==> config.mk <==
export PLATFORM = sky130hd
export DESIGN_NAME = pipe_stage_latch
export DESIGN_NICKNAME = d
export VERILOG_FILES = /design/src/rtl/pipe_stage_latch.sv
export SDC_FILE = /design/constraint.sdc
export NUM_CORES = 1
export LEC_CHECK = 0
export ABC_AREA = 1
export CAP_MARGIN = 20
export CORE_UTILIZATION = 45
export CTS_BUF_LIST = sky130_fd_sc_hd__clkbuf_4 sky130_fd_sc_hd__clkbuf_8
export DETAILED_ROUTE_END_ITERATION = 10
export GPL_TIMING_DRIVEN = 0
export PLACE_DENSITY = 0.89
export SKIP_CTS_REPAIR_TIMING = 1
export SLEW_MARGIN = 10
export SYNTH_ARGS = -nofsm -noshare
export SYNTH_HDL_FRONTEND = slang
export SYNTH_SLANG_ARGS = --single-unit
==> constraint.sdc <==
create_clock -name clock -period 3.47 [get_ports clock]
set_input_delay 1.041 -clock clock [delete_from_list [all_inputs] [get_ports clock]]
set_output_delay 1.041 -clock clock [all_outputs]
set_load 0.01 [all_outputs]
==> src/rtl/pipe_stage_latch.sv <==
// Elastic inter-stage pipeline register carrying PC/A/B/IR with valid/ready, flush-to-bubble
// and a saturating stall counter. Define PIPE_SKID_EN to add a one-entry skid register S.
module pipe_stage_latch #(
    parameter int                 DATA_W = 32,
    parameter logic [DATA_W-1:0]  NOP_IR = '0,
    parameter int                 CNT_W  = 16
) (
    input  logic              clock,
    input  logic              reset,
    input  logic              flush,
    input  logic              in_valid,
    output logic              in_ready,
    input  logic [DATA_W-1:0] in_pc,
    input  logic [DATA_W-1:0] in_a,
    input  logic [DATA_W-1:0] in_b,
    input  logic [DATA_W-1:0] in_ir,
    output logic              out_valid,
    input  logic              out_ready,
    output logic [DATA_W-1:0] out_pc,
    output logic [DATA_W-1:0] out_a,
    output logic [DATA_W-1:0] out_b,
    output logic [DATA_W-1:0] out_ir,
    output logic [CNT_W-1:0]  stall_cnt
);

    typedef struct packed {
        logic [DATA_W-1:0] pc;
        logic [DATA_W-1:0] a;
        logic [DATA_W-1:0] b;
        logic [DATA_W-1:0] ir;
    } bundle_t;

    localparam bundle_t BUBBLE = '{pc: '0, a: '0, b: '0, ir: NOP_IR};

    bundle_t in_bundle;
    bundle_t m_q, m_d;
    logic    m_valid, m_valid_d;
    logic    in_xfer, out_xfer;

    assign in_bundle = '{pc: in_pc, a: in_a, b: in_b, ir: in_ir};
    assign in_xfer   = in_valid && in_ready;
    assign out_xfer  = m_valid && out_ready;

`ifdef PIPE_SKID_EN
    bundle_t s_q, s_d;
    logic    s_valid, s_valid_d;

    // in_ready comes straight from a flop, so out_ready never reaches upstream combinationally
    assign in_ready = !s_valid;

    always_comb begin
        m_d       = m_q;
        m_valid_d = m_valid;
        s_d       = s_q;
        s_valid_d = s_valid;
        if (flush) begin
            m_d       = BUBBLE;
            m_valid_d = 1'b0;
            s_d       = BUBBLE;
            s_valid_d = 1'b0;
        end else if (out_xfer) begin
            if (s_valid) begin
                m_d       = s_q;
                m_valid_d = 1'b1;
                s_d       = in_xfer ? in_bundle : BUBBLE;
                s_valid_d = in_xfer;
            end else if (in_xfer) begin
                m_d       = in_bundle;
                m_valid_d = 1'b1;
            end else begin
                m_d       = BUBBLE;
                m_valid_d = 1'b0;
            end
        end else if (in_xfer) begin
            // S is only ever occupied while M is occupied, which keeps bundle order intact
            if (m_valid) begin
                s_d       = in_bundle;
                s_valid_d = 1'b1;
            end else begin
                m_d       = in_bundle;
                m_valid_d = 1'b1;
            end
        end
    end

    always_ff @(posedge clock) begin
        if (reset) begin
            s_q     <= BUBBLE;
            s_valid <= 1'b0;
        end else begin
            s_q     <= s_d;
            s_valid <= s_valid_d;
        end
    end
`else
    assign in_ready = !m_valid || out_ready;

    always_comb begin
        m_d       = m_q;
        m_valid_d = m_valid;
        if (flush) begin
            m_d       = BUBBLE;
            m_valid_d = 1'b0;
        end else if (in_xfer) begin
            m_d       = in_bundle;
            m_valid_d = 1'b1;
        end else if (out_xfer) begin
            m_d       = BUBBLE;
            m_valid_d = 1'b0;
        end
    end
`endif

    // M always holds bubble fields while invalid, so the outputs need no masking
    always_ff @(posedge clock) begin
        if (reset) begin
            m_q     <= BUBBLE;
            m_valid <= 1'b0;
        end else begin
            m_q     <= m_d;
            m_valid <= m_valid_d;
        end
    end

    always_ff @(posedge clock) begin
        if (reset) begin
            stall_cnt <= '0;
        end else if (m_valid && !out_ready && !flush && (stall_cnt != '1)) begin
            stall_cnt <= stall_cnt + CNT_W'(1);
        end
    end

    assign out_valid = m_valid;
    assign out_pc    = m_q.pc;
    assign out_a     = m_q.a;
    assign out_b     = m_q.b;
    assign out_ir    = m_q.ir;

endmodule

# After elaboration in Yosys (flattened, before gate mapping)
# Cells that the tools add are included.
# word_totals
word_cells	23
reg_bits	145
# classes
addsub	1
mux	4
reduce_logical	11
eq_ne	1
# ops
cell	n
$mux 128	2
$add 16x1->16 const B	1
$ne 16x16->1 const B	1
$logic_and 1x1->1	5
$logic_not 1->1	3
$mux 1	2
$reduce_bool 2->1	1
$reduce_or 2->1	1
$logic_or 1x1->1	1

# Depth between registers and ports, before layout
# Gate-level depths: netlist of run 1.
# depth
ltp_word	4
ltp_mapped	9

# Worst setup path before layout of run 1
# OpenSTA, ideal clock, no wires.
# synth_path
path_type	in2out
from	in out_ready
to	out in_ready
arrival_ns	1.491
path_slack_ns	0.938
path_stages	3
required_ns	2.429
cell_sequence	inv_1 > nand2_2 > buf_1
# synth_via
elab_chain_cells	1
# synth_lines
element	line_no	source
start, declared	18	input logic out_ready,
$logic_or 1x1->1	96	assign in_ready = !m_valid || out_ready;
end, declared	12	output logic in_ready,
# Every way passes these cells.

# Final worst setup path of run 1
# Same ends and word-level chain as after synthesis.

==> results of run 1 <==
power breakdown:
group	internal [W]	leakage [nW]	switching [W]	total (W)
logic	0.000276	1.89	0.000223	0.000499
registers	0.00171	1.18	0.0000250	0.00174
clock network	0.000852	0.231	0.000624	0.00148
logic make-up after synthesis:
logic type / synth area share (%)
AO/OA/AOI/OAI: 13.0
AND/OR/NAND/NOR: 29.0
adder cells (fa/ha/maj): 0.225
buffers and inverters: 5.59
flip-flops: 52.3
worst max-delay path, cell delays in order:
cell	delay (ns)
clkdlybuf4s50_1	0.45
inv_1	0.06
nand2_4	0.17
clkdlybuf4s50_1	0.58
cell usage after synthesis, types with 2 or more instances:
cell | number | share of area (%)
nand2_1 | 169 | 11
dfxtp_1 | 145 | 52
nand3_1 | 140 | 13
a21oi_1 | 139 | 13
buf_2 | 32 | 2.9
nor2_1 | 29 | 2.0
clkbuf_1 | 19 | 1.3
inv_1 | 13 | 0.88
buf_1 | 5 | 0.34
nor2_2 | 5 | 0.56
nor2_4 | 4 | 0.81
nand2_2 | 3 | 0.34
nand3b_1 | 2 | 0.27
o21ai_0 | 2 | 0.18
sequential cells by signal, indices dropped and copies added (netlist names):
name / count
out_valid: 1
stall_cnt: 16
out_pc: 32
out_b: 32
out_a: 32
out_ir: 32
metal layers:
layer / GRT usage (%) / up-vias
li1: - / 2996
met1: 35.2 / 2801
met2: 48.4 / 256
met3: 8.68 / 51
met4: 14.4 / 0
met5: 0 / -
worst max path at each step:
stage / start / to / slack (ns) / cells past startpoint
detailed placement: out_ready / in_ready / -0.26 / 5
global placement: out_ready / in_ready / -0.26 / 5
global route: out_ready / in_ready / 0.07 / 4
CTS: out_ready / in_ready / -0.26 / 5
floorplan: out_ready / in_ready / 0.94 / 3
finish: out_ready / in_ready / 0.12 / 4
layout make-up:
type	instances	area [um2]	share of cell area, %
multi-input combinational	501	2350	26.2
tap	147	184	2.05
clock buffer	21	289	3.22
inverter	14	52.6	0.586
clock inverter	11	158	1.76
timing repair buffer	278	2780	31.0
buffer	56	254	2.83
sequential	145	2900	32.4
metrics by stage:
step	worst slack, ns	std cells	util (%)	TNS, ns
final	0.120	1173	74.7	0
after CTS	-0.265	1174	74.7	-0.265
after global routing	0.0683	1173	74.7	0
after global placement	-0.258	1142	70.9	-0.258
after detailed placement	-0.262	1142	70.9	-0.262
after floorplan	0.938	717	-	0
==> impl_metrics.yaml, run 1 <==
layout:
  finalNetCount: 1147
  layout-drive-gt1-share_pct: 7.99
  area_growth_pct: 61.5
  n_antenna_cell: 0
  final_area_mm2: 0.00897
  nFillCells: 894
  layout_commonest_cell: "clkdlybuf4s50_1"
  layout_common_cells: "clkdlybuf4s50_1 (278), nand2_1 (169), dfxtp_1 (145)"
job:
  maxCapViolations: 0
cts:
  clk_pin_slew_ns: 0.08
  cts_made_buffers: 17
  cts-root-buf: "clkbuf_8"
  cts_tree: "yes"
  worstSkewPairLatency_ns: 0.45
  clockBufferDepth: 2
  htreeDepth: 4
  clkSinkCount: 145
power_and_ir_drop:
  power.density_mw_per_mm2: 414
  ir_drop_uv: 218
  leakage_nw: 3.30
  total_power_w: 0.00371
detailed_routing:
  wl_met3_mm: 1.39
  drt-total-wl_mm: 18.8
  drtPass1Iterations: 5
  wl_met2_mm: 8.87
  drt_iter0_markers: 379
  drc: 0
  via_per_inst: 5.20
  vias: 6104
  ant_nets: 0
  wl_met1_mm: 7.86
  wl_per_cell_um: 16.0
  highest_layer: "met4"
grt:
  grt_first_pass_wirelength_mm: 29.2
  grt_remaining_overflow: 0
  track_usage_pct: 29.4
  antenna_found_initial: 0
  grt_max_degree: 17
  grt_pass1_vias: 5684
synth:
  async_flop_share_pct: 0
  ys_seq_area_share_pct: 52.3
  postSynthAreaPerCell_um2: 7.75
  synth-main-ff-cell: "dfxtp_1"
  yosysWarnings: 0
  ys_types: 24
  synth_cells: 717
  synth_nets: 851
  ys_ff_latch: 145
  synth-edff-count: 0
  syn_area_mm2: 0.00555
timing:
  hold_violations: 0
  max_slew_margin_pct: 65.9
  worstMarginPinSlew_ns: 0.511
  rsz0062_at_grt: "false"
  finalSetupViolCount: 0
  post-route-period-util_pct: 96.5
  period_minus_slack_ns: 3.35
  slew_violations: 0
  max_freq_mhz: 298
  whs_ns: 0.460
  clock_skew_ns: 0.00604
placed_design:
  io_buffers: 278
  gp_congestion: 0.917
  dpl_cell_area_mm2: 0.00852
  dp_hpwl_mm: 13.7
floorplan:
  die_h_um: 113
  die-width_um: 113
  initial_core_util_pct: 46.2
  die_area_mm2: 0.0128
  core_region_area_mm2: 0.0120
  io_pins: 279
  rows: 40
run_status:
  status: "complete, no violations"
worst_setup_path:
  reg2reg_from: "out_valid"
  required_ns: 2.43
  path_max_fanout: 15
  worst-r2r-setup-slack_ns: 1.88
  ff2ff_path_depth: 6
  critPathArrivalTime_ns: 2.31
  critPathLaunchType: "input pin"
  reg2reg_to: "out_a[6]"
  crit_path_end_kind: "primary output"
  crit_type: "in2out"
min_path:
  hold_depth: 2
  min_path_type: "reg2reg"
  min_to: "out_pc[1]"
  worstHoldStart: "out_pc[1]"
Note: power is estimated with default switching activity, not from simulation.
==> run 2, diff against run 1 <==
GPL_TIMING_DRIVEN = 1   (was 0)
==> run 2 against run 1 <==
  * Non-clock buffer count down 47
  * Largest power group unchanged
  * Clock-buffer cell count is 5 higher
  * Cell count fell by 4.2%
  * Largest cell class unchanged
  * Global-route usage is 2.1 points lower
==> impl_metrics.yaml, run 2 (synthesis results as in run 1) <==
run_status:
  status: "complete, no violations"
layout:
  area_growth_pct: 58.8
  layout_commonest_cell: "clkdlybuf4s50_1"
  nFillCells: 877
  finalNetCount: 1100
  layout-drive-gt1-share_pct: 6.04
  layout_common_cells: "clkdlybuf4s50_1 (277), nand2_1 (168), dfxtp_1 (145)"
  n_antenna_cell: 0
floorplan:
  rows: 40
  die-width_um: 113
  initial_core_util_pct: 46.2
  core_region_area_mm2: 0.0120
  die_area_mm2: 0.0128
  die_h_um: 113
  io_pins: 279
placed_design:
  gp_congestion: 0.900
  io_buffers: 278
  dp_hpwl_mm: 11.9
worst_setup_path:
  worst-r2r-setup-slack_ns: 1.58
  cp_num_buf_inv: 3
  critPathLaunchType: "input pin"
  cp_top_family: "buffers and inverters"
  crit_path_end_kind: "primary output"
  critPathArrivalTime_ns: 2.17
  cp_slowest_cell: "clkdlybuf4s50_1"
  worst_path_largest_cell_delay_ns: 0.53
  reg2reg_from: "out_valid"
  required_ns: 2.43
  cpMostUsedCell: "clkdlybuf4s50_1"
  path_max_fanout: 2
  reg2reg_to: "out_ir[19]"
  ff2ff_path_depth: 6
  path_cells: "clkdlybuf4s50_1, inv_1, nand2_4, clkdlybuf4s50_1"
  crit_type: "in2out"
detailed_routing:
  wl_per_cell_um: 15.9
  drc: 0
  vias: 5997
  wl_met1_mm: 7.10
  via_per_inst: 5.34
  ant_nets: 0
  wl_met3_mm: 1.44
  drtPass1Iterations: 5
  drt_iter0_markers: 595
  drt-total-wl_mm: 17.9
  highest_layer: "met4"
  wl_met2_mm: 8.65
timing:
  tns_ns: 0
  slew_violations: 0
  hold_violations: 0
  max_slew_margin_pct: 58.0
  max_freq_mhz: 311
  rsz0062_at_grt: "false"
  period_minus_slack_ns: 3.21
  finalSetupViolCount: 0
  whs_ns: 0.460
  post-route-period-util_pct: 92.6
  clock_skew_ns: 0.00816
  worstMarginPinSlew_ns: 0.631
grt:
  grt_first_pass_wirelength_mm: 27.5
  grt_max_degree: 132
  grt_remaining_overflow: 0
  track_usage_pct: 27.4
  grt_pass1_vias: 5426
  antenna_found_initial: 0
min_path:
  min_to: "out_ir[17]"
  min_path_type: "reg2reg"
  worstHoldStart: "out_ir[17]"
  hold_depth: 2
power_and_ir_drop:
  ir_drop_uv: 278
  power.density_mw_per_mm2: 405
  leakage_nw: 3.21
cts:
  cts_made_buffers: 17
  worstSkewPairLatency_ns: 0.44
  clk_pin_slew_ns: 0.07
  cts_tree: "yes"
  cts-root-buf: "clkbuf_8"
  clockBufferDepth: 2
  htreeDepth: 4
  clkSinkCount: 145
job:
  maxCapViolations: 0
==> run 2: cell count changes in the layout (fill, tap and decap cells not counted), sizes merged <==
| cell | before | now |
|---|---|---|
| clkinv | 6 | 2 |
| bufinv | 4 | 2 |
| clkdlybuf4s50 | 278 | 277 |
| clkbuf | 40 | 26 |
| clkinvlp | 1 | 0 |
| buf | 37 | 10 |
==> run 2: worst max-delay path by stage <==
stage	from	to	slack [ns]	cells past startpoint
5_1_grt	out_ready	in_ready	0.22	4
2_1_floorplan	out_ready	in_ready	0.94	3
4_1_cts	out_ready	in_ready	0.25	4
3_5_place_dp	out_ready	in_ready	0.25	4
3_3_place_gp	out_ready	in_ready	0.24	4
6_report	out_ready	in_ready	0.26	4
==> run 2: stage by stage <==
| step | std cells | utilization, % | total power [W] | area [um2] | worst slack [ns] |
|---|---|---|---|---|---|
| 3_3_place_gp | 1094 | 70.1 | 0.00225 | 8410 | 0.243 |
| 2_1_floorplan | 717 | - | 0.00196 | 5550 | 0.938 |
| 5_1_grt | 1124 | 73.4 | 0.00371 | 8820 | 0.224 |
| 3_5_place_dp | 1094 | 70.1 | 0.00226 | 8410 | 0.253 |
| 4_1_cts | 1124 | 73.4 | 0.00360 | 8820 | 0.251 |
| 6_report | 1124 | 73.4 | 0.00358 | 8820 | 0.258 |
==> run 2: area by class of cell <==
cell class,count,area [um2],share of cell area (%)
Clock buffer,26,333,3.77
Clock inverter,4,73.8,0.837
Inverter,14,52.6,0.596
Multi-Input combinational cell,501,2360,26.8
Sequential cell,145,2900,32.9
Tap cell,147,184,2.09
Timing Repair Buffer,287,2910,33.0
==> run 2: worst register-to-register path: cells and delay by family, from the launching register on <==
family / cells / cell delay, ns
AO/OA/AOI/OAI: 2 / 0.54
buffers and inverters: 2 / 0.52
flip-flops: 1 / 0.48
AND/OR/NAND/NOR: 2 / 0.27
==> run 2: per-layer routing <==
metal | global-route usage (%) | vias up
li1 | - | 2890
met1 | 32.5 | 2771
met2 | 44.1 | 283
met3 | 8.19 | 53
met4 | 15.5 | 0
met5 | 0 | -
==> run 2: power breakdown <==
part,internal (W),total (W),switching (W)
registers,0.00171,0.00174,0.0000249
logic,0.000273,0.000487,0.000215
clock network,0.000760,0.00135,0.000592
total,0.00274,0.00358,0.000832
==> run 3, diff against run 2 <==
==> constraint.sdc (replaced) <==
create_clock -name clock -period 3.47 [get_ports clock]
set_input_delay 1.041 -clock clock [delete_from_list [all_inputs] [get_ports clock]]
set_output_delay 1.041 -clock clock [all_outputs]
set_load 0.02 [all_outputs]
==> run 3 against run 2 <==
  * Critical endpoint unchanged
  * Critical path type unchanged
  * Design area increased by 0.52%
  * Wire length is essentially flat
  * Total power is 6.6% higher
  * Setup slack worse by 0.074 ns
  * First-iteration DRC count down 5.9%
  * Via count fell by 2.8%
  * Largest power group unchanged
==> impl_metrics.yaml, run 3 (synthesis results as in run 1) <==
run_status:
  status: "complete, no violations"
floorplan:
  die-width_um: 113
  rows: 40
  core_region_area_mm2: 0.0120
  die_h_um: 113
  initial_core_util_pct: 46.2
  die_area_mm2: 0.0128
  io_pins: 279
timing:
  rsz0062_at_grt: "false"
  hold_violations: 0
  tns_ns: 0
  clock_skew_ns: 0.0102
  finalSetupViolCount: 0
  max_slew_margin_pct: 51.3
  slew_violations: 0
  whs_ns: 0.462
  worstMarginPinSlew_ns: 0.731
  period_minus_slack_ns: 3.29
  max_freq_mhz: 304
  setup_slack_ns: 0.183
  post-route-period-util_pct: 94.7
layout:
  layout_commonest_cell: "clkdlybuf4s50_1"
  layout-drive-gt1-share_pct: 6.13
  final_area_mm2: 0.00887
  final_util_pct: 73.8
  n_antenna_cell: 0
  layout_common_cells: "clkdlybuf4s50_1 (277), nand2_1 (168), dfxtp_1 (145)"
  area_growth_pct: 59.7
  finalNetCount: 1099
  nFillCells: 890
grt:
  grt_first_pass_wirelength_mm: 27.4
  grt_pass1_vias: 5339
  antenna_found_initial: 0
  track_usage_pct: 27.4
  grt_remaining_overflow: 0
  grt_max_degree: 132
cts:
  cts_made_buffers: 17
  cts-root-buf: "clkbuf_8"
  clk_pin_slew_ns: 0.08
  clkSinkCount: 145
  worstSkewPairLatency_ns: 0.45
  clockBufferDepth: 2
  htreeDepth: 4
  cts_tree: "yes"
worst_setup_path:
  worst-r2r-setup-slack_ns: 1.49
  path_cells: "clkdlybuf4s50_1, inv_1, nand2_4, clkdlybuf4s50_1"
  cp_slowest_cell: "clkdlybuf4s50_1"
  reg2reg_to: "out_a[21]"
  worst_path_largest_cell_delay_ns: 0.60
  crit_type: "in2out"
  cpMostUsedCell: "clkdlybuf4s50_1"
  ff2ff_path_depth: 6
  critPathArrivalTime_ns: 2.25
  critPathLaunchType: "input pin"
  path_max_fanout: 2
  reg2reg_from: "out_valid"
  crit_path_end_kind: "primary output"
  required_ns: 2.43
min_path:
  worstHoldStart: "out_b[31]"
  hold_depth: 2
  min_to: "out_b[31]"
  min_path_type: "reg2reg"
detailed_routing:
  vias: 5832
  via_per_inst: 5.18
  drtPass1Iterations: 5
  wl_per_cell_um: 15.9
  drt_iter0_markers: 560
  ant_nets: 0
  drt-total-wl_mm: 17.9
  drc: 0
placed_design:
  dp_slack_ns: 0.175
  dpl_cell_area_mm2: 0.00839
  io_buffers: 278
  gp_congestion: 0.837
  dp_hpwl_mm: 11.7
power_and_ir_drop:
  leakage_nw: 3.23
  power.density_mw_per_mm2: 430
  ir_drop_uv: 309
job:
  maxCapViolations: 0
[run 3: power breakdown]
group	switching (W)	internal, W
clock	0.000650	0.000908
combinational	0.000250	0.000270
sequential	0.0000248	0.00171
total	0.000924	0.00289
[run 3: worst max-delay path by stage]
stage               slack (ns)  cells past startpoint      start        to
floorplan                 0.86                      3  out_ready  in_ready
global placement          0.18                      4  out_ready  in_ready
detailed placement        0.18                      4  out_ready  in_ready
CTS                       0.17                      4  out_ready  in_ready
global route              0.16                      4  out_ready  in_ready
finish                    0.18                      4  out_ready  in_ready
[run 3: per-layer routing]
layer  up-vias  global-route usage (%)  wire length [um]
met5         -                       0                 0
met2       230                    45.8              8700
met4         0                    10.0               465
met3        35                    10.1              1380
met1      2669                    32.2              7320
li1       2898                       -                 -
[run 3: layout make-up]
| type | instances | area (um2) | area share (%) |
|---|---|---|---|
| inverters | 14 | 52.6 | 0.593 |
| clock buffers | 20 | 269 | 3.03 |
| well taps | 147 | 184 | 2.07 |
| repair buffers | 286 | 2890 | 32.6 |
| flip-flops and latches | 145 | 2900 | 32.7 |
| multi-input cells | 501 | 2360 | 26.7 |
| clock inverters | 12 | 204 | 2.30 |
[run 3: stage by stage]
step	std cells	total power (W)
2_1_floorplan	717	0.00200
3_3_place_gp	1093	0.00228
3_5_place_dp	1093	0.00229
4_1_cts	1125	0.00384
5_1_grt	1125	0.00395
6_report	1125	0.00381
[run 3: critical path, delay by kind of cell]
family / cells / cell delay (ns)
buffers and inverters: 3 / 1.12
and+or+nand+nor: 1 / 0.08
